### src/rtl/load_store_unit.sv
// RV32I load/store stage: accepts an aligned access from the ALU, drives a req/ack data
// memory port with a bounded wait, and returns extended load data for writeback.
module load_store_unit #(
    parameter int unsigned TIMEOUT_CYCLES = 255
) (
    input  logic        i_clk,
    input  logic        i_rst_n,
    input  logic        i_lsu_req,
    input  logic        i_lsu_wren,
    input  logic [31:0] i_lsu_addr,
    input  logic [31:0] i_lsu_wdata,
    input  logic [1:0]  i_lsu_size,
    input  logic        i_lsu_unsigned,
    output logic        o_lsu_stall,
    output logic        o_lsu_done,
    output logic [31:0] o_lsu_rdata,
    output logic        o_lsu_misalign,
    output logic        o_lsu_timeout,
    output logic        o_mem_req,
    output logic        o_mem_we,
    output logic [31:0] o_mem_addr,
    output logic [31:0] o_mem_wdata,
    output logic [3:0]  o_mem_bmask,
    input  logic        i_mem_ack,
    input  logic [31:0] i_mem_rdata
);

    typedef enum logic [1:0] {
        ST_IDLE = 2'd0,
        ST_WAIT = 2'd1,
        ST_RESP = 2'd2
    } state_e;

    localparam logic [7:0] TIMEOUT_LAST = 8'(TIMEOUT_CYCLES - 32'd1);

    function automatic logic is_misaligned(input logic [1:0] size, input logic [1:0] off);
        logic bad;
        case (size)
            2'b00:   bad = 1'b0;
            2'b01:   bad = off[0];
            2'b10:   bad = (off != 2'b00);
            default: bad = 1'b1;
        endcase
        return bad;
    endfunction

    function automatic logic [3:0] lane_mask(input logic [1:0] size, input logic [1:0] off);
        logic [3:0] m;
        case (size)
            2'b00:   m = 4'b0001 << off;
            2'b01:   m = 4'b0011 << off;
            2'b10:   m = 4'b1111;
            default: m = 4'b0000;
        endcase
        return m;
    endfunction

    function automatic logic [31:0] lane_wdata(input logic [1:0] size, input logic [31:0] wdata);
        logic [31:0] d;
        case (size)
            2'b00:   d = {4{wdata[7:0]}};
            2'b01:   d = {2{wdata[15:0]}};
            default: d = wdata;
        endcase
        return d;
    endfunction

    function automatic logic [31:0] extract_load(input logic [31:0] rdata, input logic [1:0] size,
                                                 input logic [1:0] off, input logic uns);
        logic [31:0] sh;
        logic [31:0] r;
        sh = rdata >> {off, 3'b000};
        case (size)
            2'b00:   r = uns ? {24'h000000, sh[7:0]} : {{24{sh[7]}}, sh[7:0]};
            2'b01:   r = uns ? {16'h0000, sh[15:0]} : {{16{sh[15]}}, sh[15:0]};
            default: r = sh;
        endcase
        return r;
    endfunction

    state_e      state_q;
    logic [7:0]  cnt_q;
    logic [1:0]  off_q;
    logic [1:0]  size_q;
    logic        uns_q;
    logic        mem_req_q;
    logic        mem_we_q;
    logic [31:0] mem_addr_q;
    logic [31:0] mem_wdata_q;
    logic [3:0]  mem_bmask_q;
    logic [31:0] rdata_q;
    logic        done_q;
    logic        timeout_q;

    logic        misalign_s;
    logic        accept_s;

    // Request qualification: only an aligned request in IDLE is accepted.
    always_comb begin
        misalign_s = 1'b0;
        accept_s   = 1'b0;
        if (state_q == ST_IDLE && i_lsu_req) begin
            misalign_s = is_misaligned(i_lsu_size, i_lsu_addr[1:0]);
            accept_s   = ~misalign_s;
        end else begin
            misalign_s = 1'b0;
            accept_s   = 1'b0;
        end
    end

    // Access FSM with all memory-port and response outputs held in registers.
    always_ff @(posedge i_clk or negedge i_rst_n) begin
        if (!i_rst_n) begin
            state_q     <= ST_IDLE;
            cnt_q       <= 8'd0;
            off_q       <= 2'b00;
            size_q      <= 2'b00;
            uns_q       <= 1'b0;
            mem_req_q   <= 1'b0;
            mem_we_q    <= 1'b0;
            mem_addr_q  <= 32'h0000_0000;
            mem_wdata_q <= 32'h0000_0000;
            mem_bmask_q <= 4'b0000;
            rdata_q     <= 32'h0000_0000;
            done_q      <= 1'b0;
            timeout_q   <= 1'b0;
        end else begin
            case (state_q)
                ST_IDLE: begin
                    if (accept_s) begin
                        state_q     <= ST_WAIT;
                        cnt_q       <= 8'd0;
                        timeout_q   <= 1'b0;
                        off_q       <= i_lsu_addr[1:0];
                        size_q      <= i_lsu_size;
                        uns_q       <= i_lsu_unsigned;
                        mem_req_q   <= 1'b1;
                        mem_we_q    <= i_lsu_wren;
                        mem_addr_q  <= {i_lsu_addr[31:2], 2'b00};
                        mem_wdata_q <= lane_wdata(i_lsu_size, i_lsu_wdata);
                        mem_bmask_q <= lane_mask(i_lsu_size, i_lsu_addr[1:0]);
                    end
                end
                ST_WAIT: begin
                    if (i_mem_ack) begin
                        state_q   <= ST_RESP;
                        mem_req_q <= 1'b0;
                        done_q    <= 1'b1;
                        rdata_q   <= mem_we_q ? 32'h0000_0000
                                              : extract_load(i_mem_rdata, size_q, off_q, uns_q);
                    end else if (cnt_q == TIMEOUT_LAST) begin
                        // This cycle completes the last permitted wait cycle.
                        state_q   <= ST_RESP;
                        mem_req_q <= 1'b0;
                        done_q    <= 1'b1;
                        timeout_q <= 1'b1;
                        rdata_q   <= 32'h0000_0000;
                    end else begin
                        cnt_q <= cnt_q + 8'd1;
                    end
                end
                ST_RESP: begin
                    state_q   <= ST_IDLE;
                    done_q    <= 1'b0;
                    timeout_q <= 1'b0;
                end
                default: begin
                    state_q   <= ST_IDLE;
                    mem_req_q <= 1'b0;
                    done_q    <= 1'b0;
                    timeout_q <= 1'b0;
                end
            endcase
        end
    end

    assign o_lsu_stall    = accept_s | (state_q == ST_WAIT);
    assign o_lsu_misalign = misalign_s;
    assign o_lsu_done     = done_q;
    assign o_lsu_timeout  = timeout_q;
    assign o_lsu_rdata    = rdata_q;
    assign o_mem_req      = mem_req_q;
    assign o_mem_we       = mem_we_q;
    assign o_mem_addr     = mem_addr_q;
    assign o_mem_wdata    = mem_wdata_q;
    assign o_mem_bmask    = mem_bmask_q;

endmodule

### config.mk
export PLATFORM = sky130hd
export DESIGN_NAME = load_store_unit
export DESIGN_NICKNAME = d
export VERILOG_FILES = /design/src/rtl/load_store_unit.sv
export SDC_FILE = /design/constraint.sdc
export NUM_CORES = 1
export LEC_CHECK = 0
export BUFFER_PORTS_ARGS = -buffer_cell sky130_fd_sc_hd__buf_2
export CORE_UTILIZATION = 45
export DETAILED_ROUTE_END_ITERATION = 10
export GPL_TIMING_DRIVEN = 0
export PLACE_DENSITY_LB_ADDON = 0.05
export RECOVER_POWER = 50
export SYNTH_ARGS = -nofsm -noshare
export SYNTH_HDL_FRONTEND = slang
export SYNTH_SLANG_ARGS = --single-unit
### constraint.sdc
create_clock -name i_clk -period 1.6 [get_ports i_clk]
set_input_delay 0.32 -clock i_clk [delete_from_list [all_inputs] [get_ports i_clk]]
set_output_delay 0.32 -clock i_clk [all_outputs]
set_load 0.01 [all_outputs]
==> results.md <==
- Root Driver: clkbuf_16
- Initial DRC Count: 208
- Post-Synthesis Cells: 478
- Slew Viols, Final: 0
- Final setup TNS: -2.685 ns
- Congestion Overflow GR: 0
- Cell mode on critical path: buf_6
- # Max-Cap Violations: 0
- Post-DP HPWL: 11,060 um
- Vias per cell: 5.422
- CP delay by family, top: flip-flops
- Asr flop ratio synth: 1.000
- Final antenna-violating net count: 0
- Worst Path Arrival: 1.63 ns
- CTS sink count: 117
- Distinct cell type count after synthesis: 55
- RR Endpoint: o_lsu_rdata[20]$_DFFE_PN0P_
- Cell breakdown of the critical path: nor3b_4, o21ai_4, buf_6, buf_8, nand2_4, buf_6
- Seq/Total Area, Yosys: 0.5270
- Met2 GRT Util: 0.4172
- DR vias: 4,744
- Nets: 822
- Maximum VDD drop: 745.4 uV
- Post-synth top area share: 0.5270
- Initial antenna violation count: 0
- Final WS setup: -0.3461 ns
- Met1 Usage GRT: 0.3044
- H-tree levels: 4
- Vias in the first global route: 4,924
- Number of synthesized flops with an enable pin: 0
- RSZ-0062 raised after global routing: true
- Synth warnings: 0
- Initial Util: 0.4625
- Crit. End Element: output pin
- FP Rows: 40
- Clk buf depth: 2
- Routed WL per cell: 17.59 um
- Crit Path Class: reg2out
- Pin count of the biggest net entering global routing: 76
- Pleak: 3.885 nW
- Relative slew margins: 0.3198
- Startpoint Class: flip-flop
- CTS tree: built
- Worst r2r src: state_q[1]$_DFFE_PN0P_
- Grt met3 use: 0.08570
- Die Y: 113.1 um
- Share of layout cells above drive strength 1: 0.4849
- Outcome: finished, violations left
- Most frequent cells after synthesis: 117 x dfrtp_1, 44 x mux2_2, 44 x nand2_1
- Finished Cell Area: 0.007779 mm^2
- Clk_lat worst skew: 0.42 ns
- First-pass GRT wire length: 24,700 um
- Final setup violation count: 19
- Crit Path Max Fanout: 3
- Max frequency: 0.5138 GHz
- Worst setup path end: o_lsu_stall
- Reg2Reg Depth: 8
- Fin crit share: 1.216
- Cell Area, Synth: 0.005555 mm^2
- Gr busiest metal: met2
- Violated checks: negative setup slack
- Minimum clock period: 1.946 ns
- Buf/Inv on CP: 3
- Synthesized area per cell: 11.62 um^2
- Pwr Density: 1600 mW/mm^2
- CP max-delay cell: dfrtp_2
- Worst-Margin Slew: 1.020 ns
- Drt pass-1 iters: 6
- Ys flop type: dfrtp_1
- Min-Delay Path Class: in2reg
- Die ar.: 0.01279 mm^2
- Yosys reg bits: 117
- Area contributors post-synth: dfrtp_1 53%, mux2_2 8.9%, mux2i_1 7.7%
- Reg2reg setup slack: -0.19 ns
- Die Width: 113.1 um
- Worst Setup SP: state_q[0]$_DFFE_PN0P_
- Num CTS Buffers: 17
- Final Hold Fails: 0
- Required time of the critical path: 1.28 ns
- Hold wc startpoint: i_lsu_addr[6]
- WL final: 15,390 um
- Largest area contributor in the netlist: dfrtp_1
- Post-DP Area: 0.006847 mm^2
- GPL Wtd Cong: 0.8459
- Core box area: 0.01201 mm^2
- P&R area growth vs syn: 40.02%
- Clock Pin Slew Worst Setup and Hold Paths: 0.05 ns
- Post-route DRC: 0
- Worst path depth: 6
- PortBufs: 204
- Most frequent cell after synthesis: dfrtp_1
- # IOs: 210
- Clock skew: 0.005505 ns
- Largest stage delay, worst path: 0.43 ns
- Tot GR Track Use: 0.2527
- Ant diodes: 0
==> how the worst min path moves through the flow <==
stage | cells after the start | end | slack (ns)
detailed placement | 1 | cnt_q[3]$_DFFE_PN0P_ | 0.26
CTS | 2 | o_mem_addr[6]$_DFFE_PN0P_ | 0.12
global placement | 2 | o_mem_wdata[12]$_DFFE_PN0P_ | 0.46
global route | 2 | o_mem_addr[19]$_DFFE_PN0P_ | 0.12
finish | 2 | o_mem_addr[6]$_DFFE_PN0P_ | 0.13
floorplan | 0 | cnt_q[0]$_DFFE_PN0P_ | 0.02
==> placed cells by master, fill, tap and decap left out, types with 4 or more instances in the layout <==
cell and count:
nor2_1 20, clkinv_2 5, dfrtp_1 111, mux2i_1 37, nor3_1 4, mux2_2 44
a221o_1 8, o21ai_1 8, a21oi_1 17, o2bb2ai_1 8, nand3b_1 7, o21ai_0 33
buf_4 18, a211o_1 15, clkbuf_16 18, nand3_1 4, dfrtp_2 6, a32o_1 7
mux2i_2 5, clkbuf_1 14, buf_2 201, nor2b_1 9, nand2_1 43, buf_6 13
==> what timing repair did <==
action,CTS,global route
endpoints found under the hold margin,42,0
setup buffers,11,3
endpoints found under the setup margin,115,86
resized for setup,46,36
pin swaps,8,4
hold buffers,1,0
==> report_power, final <==
part	internal (mW)	switching [mW]	total, mW
sequential	3.95	0.601	4.55
combinational	2.04	2.05	4.09
clock	2.50	1.30	3.80
==> worst reg2reg max path, stage by stage (launching register included) <==
cell	delay, ns
dfrtp_2	0.42
buf_4	0.17
nand4bb_1	0.14
buf_6	0.15
nor3_1	0.05
and4b_1	0.21
buf_6	0.14
buf_6	0.13
a211o_1	0.27
==> per-layer routing <==
metal / vias to the layer above / part of all wire
li1: 2218 / -
met4: 0 / 0.023
met1: 2340 / 0.41
met5: - / 0
met2: 158 / 0.49
met3: 28 / 0.073
==> registers in the layout, summed over array words and instances, names as in the netlist <==
signal and flops:
o_mem_addr 30, off_q 2, cnt_q 8, uns_q 1, size_q 2, o_mem_wdata 32
o_mem_req 1, o_mem_we 1, o_mem_bmask 4, o_lsu_rdata 32, o_lsu_timeout 1, o_lsu_done 1
state_q 2
==> kinds of logic (layout without fill, tap and decap cells) <==
group / Yosys count / after routing / synth area share
AO/OA/AOI/OAI: 116 / 116 / 0.1496
XOR/XNOR: 3 / 3 / 0.004731
adder cells (fa/ha/maj): 2 / 2 / 0.004504
buffers and inverters: 40 / 289 / 0.03694
flip-flops: 117 / 117 / 0.5270
multiplexers: 88 / 88 / 0.1707
other: 1 / 2 / 0.0006750
AND/OR/NAND/NOR: 111 / 111 / 0.1059
==> final cells by class <==
cell class | instances | area (um^2)
Buffer | 34 | 316.6
Clock buffer | 21 | 460.4
Clock inverter | 10 | 130.1
Fill cell | 1003 | 4233
Inverter | 4 | 15.01
Multi-Input combinational cell | 322 | 2576
Sequential cell | 117 | 2935
Tap cell | 147 | 183.9
Timing Repair Buffer | 220 | 1161
==> metrics by stage <==
step,power (mW),hold WS (ns),util,cells,setup slack [ns]
after detailed placement,8.341,0.2632,0.5700,831,-0.5847
after floorplan,6.673,0.02441,-,479,-0.04371
after global routing,13.12,0.1223,0.6476,875,-0.4179
after global placement,8.204,0.4569,0.5672,830,-1.217
final,12.44,0.1322,0.6476,875,-0.3461
after CTS,12.40,0.1187,0.6401,872,-0.3791
(Power assumes the default switching activity.)
